`config.mk`:
```
export PLATFORM = sky130hd
export DESIGN_NAME = perceptron_accumulator_flat
export DESIGN_NICKNAME = d
export VERILOG_FILES = /design/src/rtl/perceptron_accumulator_if.sv /design/src/rtl/perceptron_accumulator.sv /design/src/flat_wrapper.sv
export SDC_FILE = /design/constraint.sdc
export NUM_CORES = 1
export LEC_CHECK = 0
export CAP_MARGIN = 15
export CORE_MARGIN = 5
export CORE_UTILIZATION = 55
export DETAILED_ROUTE_END_ITERATION = 10
export PLACE_DENSITY = 0.74
export SLEW_MARGIN = 30
export SYNTH_ARGS = -nofsm -noshare
export SYNTH_HDL_FRONTEND = slang
export SYNTH_SLANG_ARGS = --single-unit
```
`constraint.sdc`:
```
create_clock -name clk -period 3.56 [get_ports clk]
set_input_delay 0.356 -clock clk [delete_from_list [all_inputs] [get_ports clk]]
set_output_delay 0.356 -clock clk [all_outputs]
set_load 0.01 [all_outputs]
```
`src/rtl/perceptron_accumulator_if.sv`:
```
// Streaming operand/result bundle for the perceptron weighted-sum accumulator.
// The master side drives operands and start; the slave side returns the sum.
interface perceptron_accumulator_if #(
    parameter int unsigned DATA_W = 16,
    parameter int unsigned ACC_W  = 48
);
    logic                     start;
    logic signed [DATA_W-1:0] bias;
    logic                     in_valid;
    logic                     in_ready;
    logic signed [DATA_W-1:0] x_in;
    logic signed [DATA_W-1:0] w_in;
    logic signed [ACC_W-1:0]  sum_out;
    logic                     sum_valid;
    logic                     busy;

    modport master (
        output start, bias, in_valid, x_in, w_in,
        input  in_ready, sum_out, sum_valid, busy
    );

    modport slave (
        input  start, bias, in_valid, x_in, w_in,
        output in_ready, sum_out, sum_valid, busy
    );
endinterface

```
`src/rtl/perceptron_accumulator.sv`:
```
// Weighted sum bias + sum(x_i*w_i) over N_INPUTS streamed pairs, with a
// registered multiply stage ahead of a 48-bit wrapping accumulator.
module perceptron_accumulator #(
    parameter int unsigned N_INPUTS = 4,
    parameter int unsigned DATA_W   = 16,
    parameter int unsigned ACC_W    = 48
) (
    input  logic                    clk,
    input  logic                    rst_n,
    perceptron_accumulator_if.slave bus
);
    localparam int unsigned PROD_W  = 2 * DATA_W;
    localparam int unsigned COUNT_W = 16;

    typedef enum logic [1:0] {
        S_IDLE  = 2'd0,
        S_ACCUM = 2'd1,
        S_DRAIN = 2'd2
    } state_t;

    state_t                    r_state;
    logic signed [ACC_W-1:0]   r_acc;
    logic signed [PROD_W-1:0]  r_prod;
    logic                      r_prod_v;
    logic [COUNT_W-1:0]        r_count;
    logic signed [ACC_W-1:0]   r_sum;
    logic                      r_sum_valid;
    logic                      r_in_ready;
    logic                      r_busy;

    state_t                    w_state_nxt;
    logic signed [ACC_W-1:0]   w_acc_nxt;
    logic signed [PROD_W-1:0]  w_prod_nxt;
    logic                      w_prod_v_nxt;
    logic [COUNT_W-1:0]        w_count_nxt;
    logic signed [ACC_W-1:0]   w_sum_nxt;
    logic                      w_sum_valid_nxt;
    logic                      w_in_ready_nxt;
    logic                      w_busy_nxt;

    logic                      w_beat;
    logic signed [PROD_W-1:0]  w_mult;
    logic signed [ACC_W-1:0]   w_prod_ext;
    logic signed [ACC_W-1:0]   w_bias_ext;
    logic signed [ACC_W-1:0]   w_acc_plus;

    assign w_beat     = bus.in_valid && r_in_ready;
    assign w_mult     = $signed(bus.x_in) * $signed(bus.w_in);
    assign w_prod_ext = {{(ACC_W - PROD_W){r_prod[PROD_W-1]}}, r_prod};
    assign w_bias_ext = {{(ACC_W - DATA_W){bus.bias[DATA_W-1]}}, bus.bias};
    assign w_acc_plus = r_acc + w_prod_ext;

    // Next-state and next-value logic; the accumulator absorbs a pending product every cycle.
    always_comb begin
        w_state_nxt     = r_state;
        w_acc_nxt       = r_acc;
        w_prod_nxt      = r_prod;
        w_prod_v_nxt    = 1'b0;
        w_count_nxt     = r_count;
        w_sum_nxt       = r_sum;
        w_sum_valid_nxt = 1'b0;

        if (r_prod_v) begin
            w_acc_nxt = w_acc_plus;
        end

        case (r_state)
            S_IDLE: begin
                if (bus.start) begin
                    w_state_nxt = S_ACCUM;
                    w_acc_nxt   = w_bias_ext;
                    w_count_nxt = '0;
                end
            end
            S_ACCUM: begin
                if (w_beat) begin
                    w_prod_nxt   = w_mult;
                    w_prod_v_nxt = 1'b1;
                    w_count_nxt  = r_count + COUNT_W'(1);
                    if (r_count == COUNT_W'(N_INPUTS - 1)) begin
                        w_state_nxt = S_DRAIN;
                    end
                end
            end
            S_DRAIN: begin
                // The final product is still in flight, so fold it into the result directly.
                w_state_nxt     = S_IDLE;
                w_sum_nxt       = w_acc_plus;
                w_sum_valid_nxt = 1'b1;
            end
            default: begin
                w_state_nxt = S_IDLE;
            end
        endcase

        w_in_ready_nxt = (w_state_nxt == S_ACCUM);
        w_busy_nxt     = (w_state_nxt != S_IDLE);
    end

    always_ff @(posedge clk or negedge rst_n) begin
        if (!rst_n) begin
            r_state     <= S_IDLE;
            r_acc       <= '0;
            r_prod      <= '0;
            r_prod_v    <= 1'b0;
            r_count     <= '0;
            r_sum       <= '0;
            r_sum_valid <= 1'b0;
            r_in_ready  <= 1'b0;
            r_busy      <= 1'b0;
        end else begin
            r_state     <= w_state_nxt;
            r_acc       <= w_acc_nxt;
            r_prod      <= w_prod_nxt;
            r_prod_v    <= w_prod_v_nxt;
            r_count     <= w_count_nxt;
            r_sum       <= w_sum_nxt;
            r_sum_valid <= w_sum_valid_nxt;
            r_in_ready  <= w_in_ready_nxt;
            r_busy      <= w_busy_nxt;
        end
    end

    assign bus.in_ready  = r_in_ready;
    assign bus.busy      = r_busy;
    assign bus.sum_out   = r_sum;
    assign bus.sum_valid = r_sum_valid;
endmodule
```
`src/flat_wrapper.sv`:
```
// flat-port wrapper written by rule: the top's interface ports become plain ports
module perceptron_accumulator_flat 
#(
    parameter int unsigned N_INPUTS = 4,
    parameter int unsigned DATA_W   = 16,
    parameter int unsigned ACC_W    = 48
)
  (clk, rst_n, bus_start, bus_bias, bus_in_valid, bus_x_in, bus_w_in, bus_in_ready, bus_sum_out, bus_sum_valid, bus_busy);
  perceptron_accumulator_if #(.DATA_W(DATA_W), .ACC_W(ACC_W)) bus_i ();
  input  logic clk;
  input  logic rst_n;
  input wire logic [$bits(bus_i.start)-1:0] bus_start;
  input wire logic [$bits(bus_i.bias)-1:0] bus_bias;
  input wire logic [$bits(bus_i.in_valid)-1:0] bus_in_valid;
  input wire logic [$bits(bus_i.x_in)-1:0] bus_x_in;
  input wire logic [$bits(bus_i.w_in)-1:0] bus_w_in;
  output wire logic [$bits(bus_i.in_ready)-1:0] bus_in_ready;
  output wire logic [$bits(bus_i.sum_out)-1:0] bus_sum_out;
  output wire logic [$bits(bus_i.sum_valid)-1:0] bus_sum_valid;
  output wire logic [$bits(bus_i.busy)-1:0] bus_busy;
  assign bus_i.start = bus_start;
  assign bus_i.bias = bus_bias;
  assign bus_i.in_valid = bus_in_valid;
  assign bus_i.x_in = bus_x_in;
  assign bus_i.w_in = bus_w_in;
  assign bus_in_ready = bus_i.in_ready;
  assign bus_sum_out = bus_i.sum_out;
  assign bus_sum_valid = bus_i.sum_valid;
  assign bus_busy = bus_i.busy;
  perceptron_accumulator #(.N_INPUTS(N_INPUTS), .DATA_W(DATA_W), .ACC_W(ACC_W)) u_core (.clk(clk), .rst_n(rst_n), .bus(bus_i));
endmodule
```
# After elaboration in Yosys (flattened, before gate mapping)
# Index checks and enable logic that the tools add are counted.
# op_classes
n_reduce_logical	6
n_eq_ne	6
n_mux	13
multipliers	1
n_addsub	2
# ops
op	count
48-bit 2-to-1 mux	3
48-bit by 32-bit adder with 48-bit output	1
16-bit by 16-bit multiplier with 32-bit output	1
16-bit 2-to-1 mux	2
16-bit one-hot mux with 2 select lines	1
16-bit by 1-bit adder with 16-bit output, second input constant	1
16-bit by 2-bit equality test with 1-bit output, second input constant	1
2-bit 2-to-1 mux	3
2-bit by 1-bit equality test with 1-bit output, second input constant	2
2-bit one-hot mux with 2 select lines	1
2-bit nonzero test	2
1-bit 2-to-1 mux	3
3-bit AND reduction	1
2-bit equality test, second input constant	1
2-bit zero test	1
2-bit by 1-bit inequality test with 1-bit output, second input constant	1
2-bit inequality test, second input constant	1
2-bit AND reduction	1
1-bit logical AND	1
# totals
elab_cells	37
regBits	150
in_bits	52

# Logic depth before layout (Yosys ltp)
# depth
depth_word	5
depth_mapped	26

# Worst setup path before layout
# OpenSTA, ideal clock, no wires.
# synth_timing
path_kind	input-to-reg
start	in bus_w_in[2]
end	reg u_core.r_prod[31]
arrival_time_ns	6.013
setup_ns	0.135
required_time_ns	3.425
path_stages	23
slack_ns	-2.588
n_path_buf	1
cell_sequence	clkbuf_1 nand2_1 fa_1 inv_1 fa_1 inv_1 fa_1 fa_1 inv_1 fa_1 inv_1 fa_1 inv_1 ha_1 a21o_1 nand2_1 o21ai_0 a211oi_1 o21ai_0 a21o_1 a21oi_1 xnor2_1 o21ai_0
# synth_between
elab_chain_cells	1
# synth_rtl
element	line_no	source
start: declaration	flat_wrapper.sv:16	input wire logic [$bits(bus_i.w_in)-1:0] bus_w_in;
16-bit by 16-bit multiplier with 32-bit output	perceptron_accumulator.sv:48	assign w_mult = $signed(bus.x_in) * $signed(bus.w_in);
end signal: assignment	perceptron_accumulator.sv:114	r_prod <= w_prod_nxt;
end: declaration	perceptron_accumulator.sv:23	logic signed [PROD_W-1:0] r_prod;
# No other way between the ends.
# A chain may end at the register's enable or synchronous reset.

# Worst setup path after layout
# layout_timing
start	in bus_x_in[15]
end	reg u_core.r_prod[31]
# layout_between
elab_chain_cells	1
# layout_rtl
element	line_no	source
start: declaration	flat_wrapper.sv:15	input wire logic [$bits(bus_i.x_in)-1:0] bus_x_in;
16-bit by 16-bit multiplier with 32-bit output	perceptron_accumulator.sv:48	
# No other way between the ends.

==> run_results.csv <==
group,metric,value,unit
yosys,yosysSeqAreaShare,20.4,%
clock_tree,root_buffer,"clkbuf_16",
floorplanning,rows,67,
clock_tree,ctsLongestPathBuffers,2,
global_routing,grt_pass1_vias,16200,
setup_path,start_kind,"input port",
floorplanning,dieArea,37200,µm²
floorplanning,start_util,55.3,%
setup_path,timing.rr.start,"u_core.r_prod[0]",
yosys,synthTopCellsByCount,"inv_1 (328), nand2_1 (317), fa_1 (263)",
placement,io_buffer_count,102,
yosys,synth-async-reset-ratio,100,%
sta,final_max_slew_viol_count,0,
clock_tree,cts_sinks,150,
sta,min_period,5520,ps
setup_path,end_kind,"flop",
global_routing,antenna_found_initial,0,
yosys,avgSynthCellArea,8.95,µm²
clock_tree,path_clk_slew,60,ps
global_routing,grt_pass1_wl,78000,µm
floorplanning,io_pins,103,
yosys,yosysTopAreaCellShare,28.6,%
yosys,synth_top_area_cell,"fa_1",
yosys,synth_area_leaders,"fa_1 (29%), dfrtp_1 (20%), ha_1 (8.8%), inv_1 (6.7%), nand2_1 (6.5%)",
sta,whs,-14.6,ps
global_routing,gr-total-overflow,0,
setup_path,reg2reg_depth,14,
sta,max_slew.worst_pin.slew,928,ps
sta,setup_viol,26,
sta,slew_headroom,37.8,%
drt,drt-initial-drc-count,867,
layout,antenna_cells,0,
layout,drive_gt1_share,21.8,%
placement,dp_cells,2718,
drt,dr.pass1.iters,7,
yosys,synth_edf_count,0,
sta,timing.final.crit_share,155,%
setup_path,cp.arrival,5820,ps
sta,finalClockSkew,7.50,ps
setup_path,r2r_end,"u_core.r_acc[36]",
setup_path,cp_common_cell,"fa_1",
yosys,yosys_warnings,0,
setup_path,critPathMaxStageDelay,530,ps
run,drv_cap,0,
setup_path,critPathSlowestCell,"fa_1",
floorplanning,core-area,33300,µm²
drt,viasPerCell,5.41,
global_routing,grt_max_degree,100,
drt,totalWireLength,47300,µm
yosys,yosys_most_used_dff,"dfrtp_1",
drt,drc,0,
yosys,ys_ff_latch,150,
layout,syn_to_final_growth,26.2,%
clock_tree,numCtsBuffers,17,
worst_hold_path,worst_hold_path_type,"in2async",
yosys,yosysMostFrequentCell,"inv_1",
placement,gp_congestion,0.918,
layout,instances_no_fill,2816,
floorplanning,die_h,193,µm
drt,detail-route-antenna-nets,0,
placement,hpwlAfterDp,36300,µm
sta,rsz0062_at_grt,"true",
outcome,violations,"negative hold slack, negative setup slack",
clock_tree,clock_latency,430,ps
setup_path,required,3860,ps
clock_tree,htree_levels,4,
clock_tree,cts_tree,"built",
drt,num_vias,15200,
yosys,yosys.cell_types.count,70,
setup_path,cpLargestDelayFamily,"adder cells",
setup_path,rrSetupSlack,100,ps
sta,finalHoldViolCount,8,
setup_path,crit_buf_inv,8,
setup_path,critPathKind,"in2reg",
layout,finalNetCount,2800,
floorplanning,die_x,193,µm
setup_path,worst-path-max-fanout,3,
yosys,syn_nets,2502,
outcome,status,"finished with violations",
yosys,synthCells,2057,
drt,avgRoutedWirePerCell,16.8,µm
yosys,syn_area,18400,µm²
sta,timing.fmax,0.181,GHz
sta,setup_slack,-1960,ps
global_routing,track_usage,25.7,%
==> worst reg2reg max path, delay by kind of cell, from the launching register on <==
family | cells | cell delay, ps
and+or+nand+nor | 1 | 140
xor gates and xnor gates | 1 | 180
adders and majority gates | 2 | 440
buffers and inverters | 2 | 260
DFF | 1 | 410
AOI/OAI and AO/OA | 7 | 1820
muxes | 1 | 120
==> timing repair <==
item | CTS | global route
setup endpoints to repair | 27 | 27
setup buffers | 58 | 21
pin swaps | 135 | 111
resized for setup | 218 | 117
cloned | 2 | 0
endpoints found under the hold margin | 0 | 0
hold buffers | 0 | 0
==> stage by stage <==
step	util, %	TNS [ps]	instance area, µm²	setup WS [ps]
floorplan	-	-36460	18800	-2120
global placement	64.4	-59260	21400	-2810
detailed placement	64.4	-62060	21400	-2940
CTS	68.8	-39760	22900	-1990
global route	69.8	-43230	23200	-2130
finish	69.8	-39090	23200	-1960
==> state kept, by name (all words and copies together) (netlist names) <==
signal and count:
u_core.r_prod_v 1, u_core.bus.sum_out 48, u_core.bus.busy 1, u_core.bus.in_ready 1
u_core.r_prod 32, u_core.r_acc 48, u_core.bus.sum_valid 1, u_core.r_count 16
u_core.r_state 2
==> placed cells by master (no fill, tap or decap), types with 33 or more instances in the layout <==
cell type,netlist,layout
a21o_1,33,33
a21oi_1,111,95
and2_1,127,101
buf_4,2,194
buf_6,3,62
clkdlybuf4s50_1,0,70
dfrtp_1,150,149
fa_1,263,249
ha_1,130,105
inv_1,328,293
inv_2,0,34
nand2_1,317,297
nor2_1,61,53
o21ai_0,146,122
xnor2_1,48,43
xor2_1,36,36
==> worst max-delay path by stage <==
| stage | to | startpoint | cells after the start |
|---|---|---|---|
| global placement | u_core.r_prod[31] | bus_x_in[6] | 25 |
| finish | u_core.r_prod[31] | bus_x_in[15] | 26 |
| global route | u_core.r_prod[31] | bus_x_in[15] | 26 |
| CTS | u_core.r_prod[28] | bus_w_in[5] | 24 |
| floorplan | u_core.r_prod[28] | bus_w_in[4] | 23 |
| detailed placement | u_core.r_prod[31] | bus_x_in[6] | 25 |
==> final cells by class <==
cell class,instances,area (µm²)
Clock buffer,18,439
Timing Repair Buffer,360,3210
Fill cell,2521,10100
Multi-Input combinational cell,1497,13900
Sequential cell,150,3750
Tap cell,448,561
Inverter,329,1230
Clock inverter,14,161
==> logic make-up (layout without fill, tap and decap cells) <==
kind of cell / Yosys count / in the layout / share of synthesized area, %
mux: 32 / 32 / 1.82
buf+inv: 410 / 721 / 8.54
compound gates: 378 / 378 / 12.2
flops: 150 / 150 / 20.4
xor+xnor: 84 / 84 / 4.00
simple gates: 610 / 610 / 15.5
fa+ha+maj: 393 / 393 / 37.5
==> layer usage <==
metal / vias to the layer above / track usage, % / wire length, µm
li1: 7157 / - / -
met1: 7496 / 33.5 / 20100
met2: 483 / 45.8 / 23800
met3: 97 / 2.37 / 2250
met4: 0 / 7.52 / 1160
met5: - / 0 / 0
Power is left out: the tool's default activity adds up to more than one toggle a clock period on the data nets, which glitch-free logic cannot reach.
